File: config.mk
export PLATFORM = sky130hd
export DESIGN_NAME = match_game_ctrl_flat
export DESIGN_NICKNAME = d
export VERILOG_FILES = /design/src/rtl/match_game_if.sv /design/src/rtl/match_game_ctrl.sv /design/src/flat_wrapper.sv
export SDC_FILE = /design/constraint.sdc
export NUM_CORES = 1
export LEC_CHECK = 0
export CORE_ASPECT_RATIO = 1.1
export CORE_MARGIN = 10
export CORE_UTILIZATION = 55
export DETAILED_ROUTE_END_ITERATION = 7
export GPL_TIMING_DRIVEN = 1
export PLACE_DENSITY_LB_ADDON = 0.05
export SYNTH_ARGS = -nofsm -noshare
export SYNTH_HDL_FRONTEND = slang
export SYNTH_SLANG_ARGS = --single-unit
File: constraint.sdc
create_clock -name CLOCK_50 -period 14.8 [get_ports CLOCK_50]
set_input_delay 2.96 -clock CLOCK_50 [delete_from_list [all_inputs] [get_ports CLOCK_50]]
set_output_delay 2.96 -clock CLOCK_50 [all_outputs]
set_load 0.01 [all_outputs]
File: src/rtl/match_game_if.sv
// Player-facing signal bundle for the matching game.
// The player drives the inputs; the controller drives lamps, flags and digits.
interface match_game_if #(
  parameter int N_CELLS = 14
);
  logic               start;
  logic               pause;
  logic [N_CELLS-1:0] sw;
  logic [N_CELLS-1:0] led_pattern;
  logic               go;
  logic               win;
  logic               lose;
  logic [3:0]         level;
  logic [3:0]         secs_ones;
  logic [3:0]         secs_tens;

  modport master (
    output start, pause, sw,
    input  led_pattern, go, win, lose,
    input  level, secs_ones, secs_tens
  );

  modport slave (
    input  start, pause, sw,
    output led_pattern, go, win, lose,
    output level, secs_ones, secs_tens
  );
endinterface

File: src/rtl/match_game_ctrl.sv
// Multi-level lamp matching game controller.
// Random pattern per level, BCD countdown with pause, win/lose sequencing.
module match_game_ctrl #(
  parameter int N_CELLS       = 14,
  parameter int N_LEVELS      = 4,
  parameter int TICKS_PER_SEC = 50000000,
  parameter int TIME_LIMIT    = 30,
  parameter int TIME_STEP     = 5,
  parameter int MIN_TIME      = 5
) (
  input  logic         CLOCK_50,
  input  logic         reset,
  match_game_if.slave  gi
);

  typedef enum logic [2:0] {
    IDLE,
    LOAD,
    ARM,
    PLAY,
    CLEAR,
    WIN,
    LOSE
  } state_t;

  localparam int CW =
    (TICKS_PER_SEC > 1) ? $clog2(TICKS_PER_SEC) : 1;
  localparam logic [CW-1:0] TICK_MAX =
    CW'(TICKS_PER_SEC - 1);
  localparam logic [N_CELLS-1:0] ALL_ON = '1;
  localparam logic [3:0] LAST = 4'(N_LEVELS - 1);
  localparam logic [6:0] T0   = 7'(TIME_LIMIT);

  // Level time, saturating at zero then floored.
  function automatic logic [6:0] lim(
    input logic [3:0] l
  );
    logic [11:0] prod;
    logic [7:0]  dec;
    logic [7:0]  t;
    prod = 12'(l) * 12'(TIME_STEP);
    dec  = (prod > 12'd255) ? 8'hFF : prod[7:0];
    if (dec >= 8'(TIME_LIMIT))
      t = 8'd0;
    else
      t = 8'(TIME_LIMIT) - dec;
    if (t < 8'(MIN_TIME))
      t = 8'(MIN_TIME);
    return 7'(t);
  endfunction

  state_t             state_q, state_n;
  logic [3:0]         level_q, level_n;
  logic [N_CELLS-1:0] pat_q, pat_n;
  logic [6:0]         secs_q, secs_n;
  logic [CW-1:0]      cnt_q, cnt_n;
  logic [15:0]        lfsr_q;
  logic               fb;
  logic               tick;
  logic               match;
  logic [N_CELLS-1:0] seed;
  logic [N_CELLS-1:0] led_n;
  logic [3:0]         ones_n, tens_n;

  assign fb = lfsr_q[15] ^ lfsr_q[13]
            ^ lfsr_q[12] ^ lfsr_q[10];

  assign seed = lfsr_q[N_CELLS-1:0];

  assign tick = (state_q == PLAY)
             && !gi.pause
             && (cnt_q == TICK_MAX);

  assign match = (gi.sw == pat_q);

  // Free-running pattern source, stepped every cycle.
  always_ff @(posedge CLOCK_50 or negedge reset) begin
    if (!reset)
      lfsr_q <= 16'hACE1;
    else
      lfsr_q <= {lfsr_q[14:0], fb};
  end

  // Next state, level, pattern, timer and tick counter.
  always_comb begin
    state_n = state_q;
    level_n = level_q;
    pat_n   = pat_q;
    secs_n  = secs_q;
    cnt_n   = cnt_q;
    unique case (state_q)
      IDLE: begin
        secs_n = lim(level_q);
        if (gi.start)
          state_n = LOAD;
      end
      LOAD: begin
        pat_n = (seed == '0)
              ? N_CELLS'(1) : seed;
        secs_n  = lim(level_q);
        state_n = ARM;
      end
      ARM: begin
        if (gi.sw == '0) begin
          state_n = PLAY;
          cnt_n   = '0;
        end
      end
      PLAY: begin
        if (!gi.pause)
          cnt_n = tick ? '0 : cnt_q + 1'b1;
        if (match) begin
          state_n = CLEAR;
        end else if (tick) begin
          if (secs_q == 7'd1) begin
            state_n = LOSE;
            secs_n  = 7'd0;
          end else begin
            secs_n = secs_q - 7'd1;
          end
        end
      end
      CLEAR: begin
        if (level_q == LAST) begin
          state_n = WIN;
        end else if (gi.start) begin
          level_n = level_q + 4'd1;
          state_n = LOAD;
        end
      end
      WIN, LOSE: begin
        if (gi.start) begin
          state_n = IDLE;
          level_n = 4'd0;
          secs_n  = lim(4'd0);
        end
      end
      default: begin
        state_n = IDLE;
      end
    endcase
  end

  // Output values derived from the upcoming state.
  always_comb begin
    led_n = '0;
    unique case (state_n)
      ARM:         led_n = pat_n;
      PLAY:        led_n = pat_n & ~gi.sw;
      CLEAR, WIN:  led_n = ALL_ON;
      LOSE:        led_n = pat_n;
      default:     led_n = '0;
    endcase
    tens_n = 4'(secs_n / 7'd10);
    ones_n = 4'(secs_n % 7'd10);
  end

  // Core state registers.
  always_ff @(posedge CLOCK_50 or negedge reset) begin
    if (!reset) begin
      state_q <= IDLE;
      level_q <= 4'd0;
      pat_q   <= '0;
      secs_q  <= T0;
      cnt_q   <= '0;
    end else begin
      state_q <= state_n;
      level_q <= level_n;
      pat_q   <= pat_n;
      secs_q  <= secs_n;
      cnt_q   <= cnt_n;
    end
  end

  // Registered outputs, aligned with the state register.
  always_ff @(posedge CLOCK_50 or negedge reset) begin
    if (!reset) begin
      gi.led_pattern <= '0;
      gi.go          <= 1'b0;
      gi.win         <= 1'b0;
      gi.lose        <= 1'b0;
      gi.level       <= 4'd0;
      gi.secs_tens   <= 4'(T0 / 7'd10);
      gi.secs_ones   <= 4'(T0 % 7'd10);
    end else begin
      gi.led_pattern <= led_n;
      gi.go          <= (state_n == PLAY);
      gi.win         <= (state_n == WIN);
      gi.lose        <= (state_n == LOSE);
      gi.level       <= level_n;
      gi.secs_tens   <= tens_n;
      gi.secs_ones   <= ones_n;
    end
  end

endmodule
File: src/flat_wrapper.sv
// flat-port wrapper written by rule: the top's interface ports become plain ports
module match_game_ctrl_flat 
#(
  parameter int N_CELLS       = 14,
  parameter int N_LEVELS      = 4,
  parameter int TICKS_PER_SEC = 50000000,
  parameter int TIME_LIMIT    = 30,
  parameter int TIME_STEP     = 5,
  parameter int MIN_TIME      = 5
)
  (CLOCK_50, reset, gi_start, gi_pause, gi_sw, gi_led_pattern, gi_go, gi_win, gi_lose, gi_level, gi_secs_ones, gi_secs_tens);
  match_game_if #(.N_CELLS(N_CELLS)) gi_i ();
  input  logic CLOCK_50;
  input  logic reset;
  input wire logic [$bits(gi_i.start)-1:0] gi_start;
  input wire logic [$bits(gi_i.pause)-1:0] gi_pause;
  input wire logic [$bits(gi_i.sw)-1:0] gi_sw;
  output wire logic [$bits(gi_i.led_pattern)-1:0] gi_led_pattern;
  output wire logic [$bits(gi_i.go)-1:0] gi_go;
  output wire logic [$bits(gi_i.win)-1:0] gi_win;
  output wire logic [$bits(gi_i.lose)-1:0] gi_lose;
  output wire logic [$bits(gi_i.level)-1:0] gi_level;
  output wire logic [$bits(gi_i.secs_ones)-1:0] gi_secs_ones;
  output wire logic [$bits(gi_i.secs_tens)-1:0] gi_secs_tens;
  assign gi_i.start = gi_start;
  assign gi_i.pause = gi_pause;
  assign gi_i.sw = gi_sw;
  assign gi_led_pattern = gi_i.led_pattern;
  assign gi_go = gi_i.go;
  assign gi_win = gi_i.win;
  assign gi_lose = gi_i.lose;
  assign gi_level = gi_i.level;
  assign gi_secs_ones = gi_i.secs_ones;
  assign gi_secs_tens = gi_i.secs_tens;
  match_game_ctrl #(.N_CELLS(N_CELLS), .N_LEVELS(N_LEVELS), .TICKS_PER_SEC(TICKS_PER_SEC), .TIME_LIMIT(TIME_LIMIT), .TIME_STEP(TIME_STEP), .MIN_TIME(MIN_TIME)) u_core (.CLOCK_50(CLOCK_50), .reset(reset), .gi(gi_i));
endmodule
==> impl_metrics.toml <==
[drt]
drt_first_pass_iters = 5
wirelength_um = 12660
vias = 4310
drt-initial-drc-count = 291
detail_route.vias_per_cell = 6.011
antenna_left = 0
remaining_drc_errors = 0
wl_per_cell_um = 17.66

[clocking]
clockBufferDepth = 2
cts_tree = "done"
clk_pin_slew_ns = 0.10
htreeDepth = 3
clock_latency_ns = 0.38
cts_sinks = 94
cts_hold_buf = 0
ctsResizeCount = 0
ctsRootBufferMaster = "clkbuf_8"
post_cts_buffers = 0
cts_inserted_buffers = 9

[pwr]
p_sw_mw = 0.3173
pwr-share-comb = 0.423
power_frac_clock = 0.189
leakage_nw = 2.641
max-vdd-ir-drop_uv = 188.3
swShare = 0.3887
p_int_mw = 0.4990
pwr-share-seq = 0.388
p_per_area_nw_per_um2 = 137.6

[cells_and_area]
drive_gt1_frac = 0.09833
multi_input_area_sq_um = 2691
fill_cells = 804
syn2layout_area_growth_pct = 12.56
finalNetCount = 626
ff_latch_area_sq_um = 2370
diodes = 0
finish.instance_area_sq_um = 5933

[placed_design]
gp_congestion = 0.8839
dp_worst_setup_slack_ns = 6.374
port_buffers = 46
dpl_cell_area_sq_um = 5767
hpwl_um = 9071

[die]
io_pins = 47
start_util = 0.5637
coreArea_sq_um = 9351
dieArea_sq_um = 13900
rows = 37
die_y_um = 122.7
die_x_um = 113.3

[logic_synthesis]
syn_avg_cell_area_sq_um = 9.363
yosysUniqueCellTypes = 73
netlist_instances = 563
synth-edff-count = 0
yosysWarnings = 0
ys_seq_elements = 94
syn_area_sq_um = 5271
ys_seq_area_frac = 0.4496
synth.net_count = 594
synth_ff_type = "dfrtp_1"
async_flop_share = 1.000

[worst_setup_path]
cp.depth = 22
path_cells = "clkdlybuf4s50_1 > xor2_1 > nor4_1 > nand4_1 > and2_2 > a41oi_4 > or2_1 > xor2_1 > mux2i_1 > ha_1 > inv_1 > a2111oi_0 > o31ai_1 > a32oi_2 > a211o_4 > xnor2_1 > ha_1 > o31ai_1 > a32o_1 > o21ai_1 > o311a_4 > mux2i_1"
cp_top_family = "compound AO/OA/AOI/OAI gates"
worstPathRequired_ns = 15.09
slowest_delay_ns = 0.57
r2r_cells = 25
arrival_ns = 8.37
worstPathMaxFanout = 13
crit_slowest_cell = "nand4_1"
criticalPathCategory = "in2reg"
cp-start-kind = "input port"
cp_num_buf_inv = 2
worst_setup_path_end_kind = "flop"

[grt]
grt_pass1_vias = 4129
globalRouteOverflowTotal = 0
grt_max_degree = 78
gr-usage-all-layers = 0.1844
antenna_found_initial = 0
grt_pass1_wl_um = 21090

[timing]
max_freq_ghz = 0.1238
rsz0062_at_grt = "no"
timing.final.crit_share = 0.5457
fin_skew_ns = 0.01805
fin_tns_setup_ns = 0
slew_viol_final = 0
relSlewSlack = 0.1715
tightest_slew_ns = 1.235
setup_violations = 0
final.min_clock_period_ns = 8.077
final_hold_viol_count = 0
fin_ws_ns = 6.723

[hold_path]
hold_path_class = "reg2reg"
holdPathStages = 0

[outcome]
status = "finished clean"

[run]
drv_cap = 0
-- through the flow --
| stage | instances | util | hold slack, ns | total power, mW |
|---|---|---|---|---|
| after global routing | 717 | 0.6345 | 0.3938 | 0.8716 |
| after CTS | 717 | 0.6345 | 0.3890 | 0.8177 |
| after detailed placement | 701 | 0.6167 | 0.3630 | 0.6613 |
| after floorplan | 563 | - | 0.3330 | 0.5700 |
| after global placement | 701 | 0.6167 | 0.3391 | 0.6543 |
| final | 717 | 0.6345 | 0.3882 | 0.8163 |
-- path summary, 6_finish.rpt --
| path | startpoint | endpoint | slack [ns] |
|---|---|---|---|
| max | gi_sw[13] | u_core.gi.secs_ones[2] | 6.72 |
| min | u_core.lfsr_q[14] | u_core.lfsr_q[15] | 0.39 |
| max reg2reg | u_core.level_q[1] | u_core.gi.secs_ones[2] | 9.02 |
| min reg2reg | u_core.lfsr_q[14] | u_core.lfsr_q[15] | 0.39 |
| max in group asynchronous | reset | u_core.gi.led_pattern[3] | 11.15 |
| min in group asynchronous | reset | u_core.cnt_q[16] | 2.43 |
-- cell type report --
| class | instances | share of cell area |
|---|---|---|
| multi-input combinational | 419 | 0.4536 |
| sequential | 94 | 0.3994 |
| timing repair buffer | 48 | 0.07971 |
| tap | 117 | 0.02467 |
| clock buffer | 11 | 0.02214 |
| inverter | 23 | 0.01455 |
| clock inverter | 5 | 0.005905 |
-- metal layers --
layer,vias to the layer above,GRT usage,wire length [um]
li1,2087,-,-
met5,-,0,0
met3,17,0.04978,859
met4,0,0.06429,191
met1,2069,0.2511,5844
met2,137,0.2774,5765
-- cell families after synthesis --
group / share of synthesized area
simple gates: 0.2167
compound gates: 0.1740
flops: 0.4496
buf+inv: 0.03987
xor+xnor: 0.04819
mux: 0.03940
fa+ha+maj: 0.03228
-- flip-flops by register name, summed over array words and instances (netlist names) --
register,cells
u_core.cnt_q,26
u_core.gi.go,1
u_core.gi.led_pattern,14
u_core.gi.lose,1
u_core.gi.secs_ones,3
u_core.gi.secs_tens,4
u_core.gi.win,1
u_core.level_q,4
u_core.lfsr_q,16
u_core.pat_q,14
u_core.secs_q,7
u_core.state_q,3
-- synth_stat cells, types with 10 or more instances --
master / count / area share
dfrtp_1: 80 / 0.38
nand2_1: 67 / 0.048
o21ai_0: 59 / 0.056
nor2_1: 51 / 0.036
inv_1: 23 / 0.016
xor2_1: 21 / 0.035
clkbuf_1: 20 / 0.014
and3_1: 15 / 0.018
dfstp_2: 14 / 0.070
mux2_2: 14 / 0.030
nand3_1: 14 / 0.013
nor4_1: 13 / 0.015
ha_1: 12 / 0.028
nand4_1: 12 / 0.014
a31oi_1: 11 / 0.013
a21oi_1: 10 / 0.0095
-- power by group through the flow --
stage	Combinational [mW]	Clock (mW)	Sequential [mW]
floorplan	0.257	0	0.313
global placement	0.333	0	0.321
detailed placement	0.341	0	0.320
CTS	0.344	0.158	0.316
global route	0.382	0.170	0.320
finish	0.345	0.155	0.316
-- cells in the final DEF, fill, tap and decap left out, types with 3 or more instances in the layout --
cell type        instances
or3_1                    7
dfrtp_1                 80
inv_1                   23
nor2b_1                  8
buf_4                    3
clkbuf_8                 9
ha_1                    12
a22o_1                   3
nor4_1                  13
mux2i_1                  5
o31a_1                   3
and3_1                  15
nand2_1                 67
o31ai_1                  8
o21ai_0                 59
clkdlybuf4s50_1         45
nor3_1                   8
o22ai_1                  4
a211o_1                  3
nor2_1                  51
nand3_1                 14
mux2_2                  14
nand2b_1                 5
nand4_1                 12
xnor2_1                  8
dfstp_2                 14
and2_1                   4
nor4b_1                  5
a21oi_1                 10
a31oi_1                 11
xor2_1                  21
-- worst reg2reg max path: cells and delay by family (launching register included) --
family | cells | cell delay [ns]
simple gates | 2 | 0.49
fa+ha+maj | 5 | 1.32
buf+inv | 2 | 0.09
compound gates | 12 | 2.52
xor+xnor | 2 | 0.26
flops | 1 | 0.48
mux | 2 | 0.53
Note: power is estimated with default switching activity, not from simulation.
